===== src/rtl/sprite_draw.sv =====
// sprite_draw: blits one SPR_W x SPR_H sprite into the 160x120 frame buffer
// through the vga_adapter plot port. Draw mode skips transparent sprite
// pixels; erase mode repaints the footprint from the background ROM.
// Pixels landing off-screen are clipped (their slot is still consumed).
//
// Handshake: start is sampled only while busy=0 (IDLE). A start seen in IDLE
// latches pos_x/pos_y/erase and begins a blit; start while busy=1 is dropped,
// never queued. done pulses for exactly one cycle at the end of a blit, and
// busy falls in the following cycle, when a new start can be accepted.
module sprite_draw #(
  parameter int         SPR_W  = 8,
  parameter int         SPR_H  = 8,
  parameter int         SPR_AW = 6,
  parameter logic [2:0] TRANSP = 3'b101
) (
  input  logic              CLOCK_50,
  input  logic              reset,
  input  logic              start,
  input  logic              erase,
  input  logic [7:0]        pos_x,
  input  logic [6:0]        pos_y,
  output logic [SPR_AW-1:0] spr_addr,
  input  logic [2:0]        spr_data,
  output logic [14:0]       bg_addr,
  input  logic [2:0]        bg_data,
  output logic [7:0]        x,
  output logic [6:0]        y,
  output logic [2:0]        colour,
  output logic              plot,
  output logic              busy,
  output logic              done,
  output logic [2:0]        dbg_state
);

  typedef enum logic [2:0] {
    S_IDLE = 3'd0,
    S_ADDR = 3'd1,
    S_WAIT = 3'd2,
    S_PLOT = 3'd3,
    S_DONE = 3'd4
  } state_t;

  localparam logic [7:0] I_LAST = 8'(SPR_W - 1);
  localparam logic [6:0] J_LAST = 7'(SPR_H - 1);

  state_t     state, state_n;
  logic [7:0] px;
  logic [6:0] py;
  logic       er;
  logic [7:0] i;
  logic [6:0] j;
  logic [8:0] sum_x;
  logic [7:0] sum_y;
  logic [14:0] y15, x15;
  logic       onscreen;

  // Screen coordinates of the current pixel, kept wide so the clip test
  // sees positions past the right/bottom edges instead of wrapped ones.
  assign sum_x    = {1'b0, px} + {1'b0, i};
  assign sum_y    = {1'b0, py} + {1'b0, j};
  assign onscreen = (sum_x <= 9'd159) && (sum_y <= 8'd119);

  // ROM addresses: combinational from latched position and counters, so
  // they are stable from ADDR through PLOT of each pixel.
  assign spr_addr = SPR_AW'(32'(j) * 32'(SPR_W) + 32'(i));
  assign y15      = {7'b0, sum_y};
  assign x15      = {6'b0, sum_x};
  assign bg_addr  = (y15 << 7) + (y15 << 5) + x15;

  assign busy      = (state != S_IDLE);
  assign done      = (state == S_DONE);
  assign dbg_state = state;

  // State register.
  always_ff @(posedge CLOCK_50 or posedge reset) begin
    if (reset) state <= S_IDLE;
    else       state <= state_n;
  end

  // Next-state logic: three cycles per pixel, row-major, i fastest.
  always_comb begin
    state_n = state;
    case (state)
      S_IDLE: if (start) state_n = S_ADDR;
      S_ADDR: state_n = S_WAIT;
      S_WAIT: state_n = S_PLOT;
      S_PLOT: begin
        if ((i < I_LAST) || (j < J_LAST)) state_n = S_ADDR;
        else                              state_n = S_DONE;
      end
      S_DONE: state_n = S_IDLE;
      default: state_n = S_IDLE;
    endcase
  end

  // Datapath: latch the request, register pixel outputs, step counters.
  always_ff @(posedge CLOCK_50 or posedge reset) begin
    if (reset) begin
      px     <= '0;
      py     <= '0;
      er     <= 1'b0;
      i      <= '0;
      j      <= '0;
      x      <= '0;
      y      <= '0;
      colour <= '0;
      plot   <= 1'b0;
    end else begin
      case (state)
        S_IDLE: begin
          if (start) begin
            px <= pos_x;
            py <= pos_y;
            er <= erase;
            i  <= '0;
            j  <= '0;
          end
        end
        S_WAIT: begin
          // ROM data for the address held since ADDR is valid now.
          x      <= sum_x[7:0];
          y      <= sum_y[6:0];
          colour <= er ? bg_data : spr_data;
          plot   <= onscreen && (er || (spr_data != TRANSP));
        end
        S_PLOT: begin
          plot <= 1'b0;
          if (i < I_LAST) begin
            i <= i + 8'd1;
          end else if (j < J_LAST) begin
            i <= '0;
            j <= j + 7'd1;
          end
        end
        default: ;
      endcase
    end
  end

endmodule


===== config.mk =====
export PLATFORM = sky130hd
export DESIGN_NAME = sprite_draw
export DESIGN_NICKNAME = d
export VERILOG_FILES = /design/src/rtl/sprite_draw.sv
export SDC_FILE = /design/constraint.sdc
export NUM_CORES = 1
export LEC_CHECK = 0
export ABC_AREA = 1
export CAP_MARGIN = 20
export CORE_MARGIN = 1
export CORE_UTILIZATION = 40
export DETAILED_ROUTE_END_ITERATION = 10
export PLACE_DENSITY = 0.64
export SLEW_MARGIN = 10
export SYNTH_ARGS = -nofsm -noshare
export SYNTH_HDL_FRONTEND = slang
export SYNTH_SLANG_ARGS = --single-unit

===== constraint.sdc =====
create_clock -name CLOCK_50 -period 4.65 [get_ports CLOCK_50]
set_clock_uncertainty 0.1 [all_clocks]
set_input_delay 0.465 -clock CLOCK_50 [delete_from_list [all_inputs] [get_ports CLOCK_50]]
set_output_delay 0.465 -clock CLOCK_50 [all_outputs]
set_load 0.005 [all_outputs]

==> results of run 1 <==
worst min-delay path: cells and delay by family, from the launching register on:
| kind | cells | cell delay, ps |
|---|---|---|
| DFF | 1 | 360 |
| AOI/OAI and AO/OA | 1 | 50 |
| and+or+nand+nor | 1 | 50 |
per-layer routing:
layer	wire [um]	share of wire, %	track usage [%]	vias up
met1	3640	49	24.9	1317
met4	51	0.68	4.60	0
met2	3360	45	29.6	66
li1	-	-	-	1462
met3	394	5.3	3.19	4
met5	0	0	0	-
worst max path at each step:
stage	start	end
after floorplan	i[0]	bg_addr[12]
after global placement	i[0]	bg_addr[12]
after detailed placement	i[0]	bg_addr[12]
after CTS	i[0]	bg_addr[12]
after global routing	i[0]	bg_addr[12]
final	i[0]	bg_addr[12]
layout make-up:
cell class / count / area [sq um]
repair buffers: 71 / 706
fillers: 769 / 3960
multi-input cells: 291 / 1870
well taps: 105 / 131
flip-flops and latches: 53 / 1330
clock buffers: 5 / 68.8
inverters: 60 / 225
clock inverters: 3 / 43.8
cell families (layout without fill, tap and decap cells):
logic type	Yosys count	after routing	share of synthesized area, %
buffers and inverters	73	139	9.22
XOR/XNOR	14	14	3.50
AND/OR/NAND/NOR	184	184	22.0
adder cells (fa/ha/maj)	38	38	14.7
flip-flops	53	53	37.9
AO/OA/AOI/OAI	40	40	6.33
multiplexers	15	15	6.44
stage by stage:
| step | setup slack [ps] | utilization [%] | TNS (ps) | instances |
|---|---|---|---|---|
| after global placement | 509 | 50.7 | 0 | 579 |
| final | 217 | 52.5 | 0 | 588 |
| after floorplan | 1190 | - | 0 | 417 |
| after detailed placement | 431 | 50.7 | 0 | 579 |
| after global routing | -12.7 | 52.5 | -12.7 | 588 |
| after CTS | 71.1 | 52.1 | 0 | 587 |
flip-flops by register name (all words and copies together) (netlist names):
name	count
i	8
px	8
x	8
j	7
py	7
y	7
colour	3
dbg_state	3
er	1
plot	1
cell usage after synthesis, types with 2 or more instances:
master	number	area share (%)
nand3_1	24	3.4
a21oi_1	17	2.4
o21ai_0	12	1.7
buf_6	2	0.64
nor2_1	30	3.2
inv_1	58	6.2
xnor2_1	5	1.3
a31oi_1	6	1.1
nand2_1	113	12
nand4_1	9	1.6
nor2_2	2	0.36
buf_2	3	0.43
inv_2	2	0.21
buf_4	8	1.7
nand2_2	2	0.36
ha_1	33	12
xor2_1	9	2.3
dfrtp_1	53	38
mux2_4	15	6.4
fa_1	5	2.9
timing repair:
item / 4_1_cts / 5_1_grt
gates resized for setup: 0 / 7
endpoints found under the setup margin: 0 / 4
setup buffers: 0 / 1
power groups by stage:
stage	clock [uW]	combinational, uW	sequential [uW]
6_report	321	2530	791
5_1_grt	353	2820	817
4_1_cts	332	2530	792
3_3_place_gp	0	2480	795
2_1_floorplan	0	1500	767
3_5_place_dp	0	2510	801
==> results by group, run 1 <==
Setup path
  – Startpoint types: flop
  – Family with the most delay on the worst path: adder cells
  – Flop-to-flop setup slack: 2350 ps
  – Crit path top cell by count: nand3_1
  – Reg2Reg Launch Point: dbg_state[2]
  – Crit path max-delay cell type: clkdlybuf4s50_1
  – R2R Path End: plot
  – Crit path max fanout: 3
  – Buf/Inv on CP: 2
  – Critical path class: reg2out
  – Crit-path cells: ha_1, fa_2, nand3_1, nand3_1, nand2_1, nand2_1, inv_1, ha_1, ha_1, fa_1, nand3_1, nand3_1, a21o_1, a21oi_1, xnor2_1, clkdlybuf4s50_1
  – FF-to-FF path depth: 7
  – Worst endpoint data arrival time: 3870 ps
  – Required @ worst endpoint: 4090 ps
  – Worst setup EP type: output pin
  – Slowest stage delay, CP: between 500 and 600 ps
  – CP Depth: 16

Die
  – DIE WIDTH: ~96 um
  – Initial Util: between 40% and 50%
  – Die height: ~96 um
  – FP Rows: 33
  – Core footprint: approximately 0.0083 sq mm
  – Io pins: 70
  – Area of the die: 0.00913 sq mm

Final layout
  – Layout Nets: ~550
  – Layout cells sized above 1: 8.70%
  – Commonest non-fill, non-tap cell in the layout: nand2_1
  – Ant. Diodes: 0
  – Area Growth Syn to Fin: 25.1%
  – Fin area: roughly 0.0044 sq mm
  – Most frequent cells in the layout: nand2_1 (113), clkdlybuf4s50_1 (69), inv_1 (57), dfrtp_1 (51)

Global route
  – Total grt overflow: 0
  – Antenna violations before repair: 0
  – Number of global-route vias before repair: 2,818
  – First-pass GRT wire length: roughly 13 mm
  – GR Util All Layers: between 10% and 20%
  – Largest net degree at the start of global routing: 54

Clock tree
  – CTS tree: built
  – Longest Clk Path Bufs: 2
  – Worst-skew pair later-pin latency: ~310 ps
  – # hold bufs at CTS: 0
  – CTS sink cnt: 53
  – Clk pin slew, worst setup/hold paths: around 100 ps
  – Num CTS Buffers: 5
  – Root Driver: clkbuf_8
  – H-tree levels: 2

Synth
  – Netlist Area Pre-Place: roughly 0.0035 sq mm
  – Syn nets: between 400 and 500
  – Netlist cell types: 29
  – Most used DFF post-synth: dfrtp_1
  – FFs w/ async S/R, synth: 100%
  – FF+latch count, synth: 53
  – Yosys warns: 0
  – Post-Syn Instances: between 400 and 500
  – Post-synth EDFFs: 0
  – Syn Area/Cell: 8.39 sq um
  – Sequential area share after synthesis: 37.9%

Power and ir drop
  – Total power draw: between 3000 and 4000 uW
  – Clk network pwr share: roughly 8.8%
  – Psw: about 1500 uW
  – Max VDD drop: approximately 0.37 mV
  – Sw Ratio: about two fifths
  – Cell-internal power: around 2200 uW
  – Reg power frac: a little over a fifth
  – Gate power share: 69.5%
  – Leak: roughly 0.0023 uW
  – Power Density: approximately 830 mW/mm^2

Drt
  – Routed via count: roughly 2,800
  – DRT antenna net count: 0
  – WL final: approximately 7.4 mm
  – WL/cell: ~13 um
  – Detailed Route Iter0 Violations: 83
  – Vias/cell: just under 5
  – Router iterations before antenna repair: 4
  – DRC errors left: 0

Placed design
  – Dpl cell area: roughly 0.0042 sq mm
  – Gp weighted congestion: roughly 0.82
  – Final HPWL DP: about 5.9 mm
  – IO buf count: between 60 and 70

STA
  – Relative slew margins: 38.6%
  – Tcrit/Tclk final: around 95%
  – Hold Fails Final Rpt: 0
  – Peak Freq: ~230 MHz
  – Slew Viols, Final: 0
  – Fin crit period: about 4400 ps
  – Final number of setup-violating endpoints: 0
  – Final hold slack: 392 ps
  – Slew @ Worst Pin: between 900 and 1000 ps

Min path
  – Worst Hold Path EP: colour[1]
  – Hold Crit Class: reg2reg
  – Hold Path Cell Cnt: 2
  – Hold Startpoint: colour[1]

Run status
  – Status: complete, no violations

Job
  – Max Cap Viol: 0
(Power assumes the default switching activity.)
==> run 2, diff against run 1 <==
--- a/config.mk
+++ b/config.mk
@@ -7,10 +7,11 @@
 export LEC_CHECK = 0
 export ABC_AREA = 1
 export CAP_MARGIN = 20
-export CORE_MARGIN = 1
+export CORE_ASPECT_RATIO = 1.2
+export CORE_MARGIN = 4
 export CORE_UTILIZATION = 40
 export DETAILED_ROUTE_END_ITERATION = 10
-export PLACE_DENSITY = 0.64
+export PLACE_DENSITY = 0.66
 export SLEW_MARGIN = 10
 export SYNTH_ARGS = -nofsm -noshare
 export SYNTH_HDL_FRONTEND = slang
==> constraint.sdc (replaced) <==
create_clock -name CLOCK_50 -period 3.9 [get_ports CLOCK_50]
set_clock_uncertainty 0.1 [all_clocks]
set_input_delay 0.39 -clock CLOCK_50 [delete_from_list [all_inputs] [get_ports CLOCK_50]]
set_output_delay 0.39 -clock CLOCK_50 [all_outputs]
set_load 0.005 [all_outputs]
==> run 2 against run 1 <==
  * Die area rose by 13%
  * Count of clock-buffer cells in the layout is 3 higher
  * Worst hold slack lost 130 ps
  * Critical path depth is the same
  * Non-clock buffer count increased by 24
  * Power up 26%
==> results by group, run 2 (synthesis gave the netlist of run 1 again) <==
Final layout
  – Non-Filler Instances: 624 (was 588)
  – Commonest non-fill, non-tap cell in the layout: nand2_1 (unchanged)
  – Fin area: 0.00468 sq mm (was 0.00438 sq mm)
  – Register Area: 0.00133 sq mm (about the same)
  – Layout Utilization: 54.6% (was 52.5%)
  – Fill cell count: 807 (was 769)
  – Area Growth Syn to Fin: 33.6% (was 25.1%)
  – Layout cells sized above 1: 17.2% (was 8.70%)
  – Ant. Diodes: 0 (unchanged)
  – Top flop regs: i: 8 flops, px: 8 flops, x: 8 flops (unchanged)
  – Most frequent cells in the layout: nand2_1 (110), clkdlybuf4s50_1 (62), inv_1 (57), dfrtp_1 (52), nor2_1 (30) (was nand2_1 (113), clkdlybuf4s50_1 (69), inv_1 (57), dfrtp_1 (51))
  – Layout Nets: 569 (was 545)
  – Area of the multi-input gates: 0.00202 sq mm (was 0.00187 sq mm)

Power and ir drop
  – Psw: 1860 uW (was 1460 uW)
  – Max VDD drop: 0.429 mV (was 0.371 mV)
  – Cell-internal power: 2710 uW (was 2180 uW)
  – Clk network pwr share: 6.5% (was 8.8%)
  – Sw Ratio: 40.8% (was 40.1%)
  – Reg power frac: 20.4% (was 21.7%)
  – Power Density: 978 mW/mm^2 (was 831 mW/mm^2)
  – Total power draw: 4570 uW (was 3640 uW)
  – Leak: 0.00243 uW (was 0.00230 uW)
  – Gate power share: 73.0% (was 69.5%)

STA
  – Setup slack after layout: 173 ps (was 217 ps)
  – Tcrit/Tclk final: around 96%
  – Peak Freq: ~270 MHz
  – Hold Fails Final Rpt: 0 (unchanged)
  – Relative slew margins: 55.6% (was 38.6%)
  – Slew @ Worst Pin: 664 ps (was 918 ps)
  – Slew Viols, Final: 0 (unchanged)
  – Unrepaired setup endpoints after global routing: true
  – Fin crit period: 3730 ps
  – Final number of setup-violating endpoints: 0 (unchanged)

Placed design
  – Dpl cell area: 0.00440 sq mm (was 0.00423 sq mm)
  – Gp weighted congestion: 0.823 (was 0.820)
  – Final HPWL DP: 6.44 mm (was 5.85 mm)
  – Placed cells: 610 (was 579)
  – Dpl ws: -53.7 ps (was 431 ps)
  – IO buf count: 69 (unchanged)

Setup path
  – Flop-to-flop setup slack: 1920 ps (was 2350 ps)
  – Crit path max fanout: 3 (unchanged)
  – Worst endpoint data arrival time: 3240 ps (was 3870 ps)
  – Worst setup startpoint: i[1] (was i[0])
  – Critical path class: reg2out (unchanged)
  – Worst setup EP type: output pin (unchanged)
  – Required @ worst endpoint: 3410 ps (was 4090 ps)
  – Crit path to: bg_addr[12] (unchanged)
  – FF-to-FF path depth: 11 (was 7)
  – Startpoint types: flop (unchanged)
  – R2R Path End: plot (unchanged)
  – Reg2Reg Launch Point: i[1] (was dbg_state[2])

Die
  – Core footprint: 0.00856 sq mm (was 0.00834 sq mm)
  – Initial Util: 40.9% (was 42.0%)
  – FP Rows: 37 (was 33)
  – DIE WIDTH: 93.4 um (was 95.5 um)
  – Area of the die: 0.0103 sq mm (was 0.00913 sq mm)
  – Die height: 110 um (was 95.5 um)
  – Io pins: 70 (unchanged)

Drt
  – Routed via count: 2,974 (was 2,849)
  – Detailed Route Iter0 Violations: 111 (was 83)
  – WL final: 8.16 mm (was 7.45 mm)
  – DRT antenna net count: 0 (unchanged)
  – Router iterations before antenna repair: 4 (unchanged)
  – Vias/cell: 4.77 (was 4.85)
  – DRC errors left: 0 (unchanged)
  – WL/cell: 13.1 um (was 12.7 um)

Clock tree
  – Clk pin slew, worst setup/hold paths: 90 ps (was 100 ps)
  – Root Driver: clkbuf_8 (unchanged)
  – Worst-skew pair later-pin latency: 300 ps (was 310 ps)
  – CTS tree: built (unchanged)
  – H-tree levels: 2 (unchanged)
  – CTS sink cnt: 53 (unchanged)
  – Num CTS Buffers: 5 (unchanged)
  – Longest Clk Path Bufs: 2 (unchanged)

Job
  – Max Cap Viol: 0 (unchanged)

Run status
  – Status: complete, no violations (unchanged)

Min path
  – Hold Crit Class: in2async (was reg2reg)

Global route
  – First-pass GRT wire length: 14.0 mm (was 12.9 mm)
  – Number of global-route vias before repair: 3,004 (was 2,818)
  – Antenna violations before repair: 0 (unchanged)
  – GR Util All Layers: 16.6% (was 18.1%)
  – Total grt overflow: 0 (unchanged)
  – Largest net degree at the start of global routing: 40 (was 54)
run 2: changes by cell type in the layout (fill, tap and decap cells not counted), sizes merged:
cell           change
buf               +25
bufinv             -1
clkbuf             +5
clkdlybuf4s50      -7
clkinv             -1
dlygate4sd2        +3
dlymetal6s2s       +1
inv                -1
run 2: worst min path at each step:
stage / from / to / slack, ps / cells past startpoint
after detailed placement: x[2] / x[2] / 370 / 2
after floorplan: plot / plot / 370 / 2
final: reset / px[1] / 260 / 2
after global routing: reset / px[7] / 270 / 2
after CTS: reset / dbg_state[0] / 270 / 2
after global placement: x[0] / x[0] / 360 / 2
run 2: cell type report:
class	count	area share [%]
tap	117	3.13
clock buffer	8	1.71
sequential	53	28.4
multi-input combinational	291	43.1
timing repair buffer	95	18.9
inverter	60	4.82
run 2: power by group through the flow:
stage,Clock [uW],Sequential (uW),Combinational [uW]
after global routing,335,970,3740
after detailed placement,0,932,3200
after global placement,0,927,3180
after CTS,310,934,3190
after floorplan,0,914,1790
final,299,935,3340
run 2: per-stage QoR:
stage          hold WS [ps]  TNS (ps)
2_1_floorplan           371         0
6_report                265         0
3_3_place_gp            362         0
5_1_grt                 274     -30.0
3_5_place_dp            369      -100
4_1_cts                 268         0
run 2: worst max-delay path: stages (launching register included):
cell and delay (ps):
dfrtp_2 430, buf_4 140, fa_2 410, nand3_2 110, nand3_2 100, nand2_1 90, nand2_1 60, inv_1 60
ha_1 220, ha_2 200, fa_2 340, nand3_1 90, nand3_1 90, a21o_1 190, a21oi_2 150, xnor2_1 130
buf_2 140
run 2: metal layers:
| metal | vias to the layer above | wire, um | GRT usage (%) |
|---|---|---|---|
| met2 | 66 | 4030 | 27.7 |
| met1 | 1395 | 3660 | 21.7 |
| met3 | 9 | 362 | 2.79 |
| met5 | - | 0 | 0 |
| met4 | 0 | 112 | 4.89 |
| li1 | 1504 | - | - |
run 2: what timing repair did:
item	CTS	global route
hold buffers	0	0
pin swaps	2	2
hold endpoints to repair	0	0
gates cloned	0	0
gates resized for setup	18	25
buffers inserted	2	4
endpoints found under the setup margin	7	7
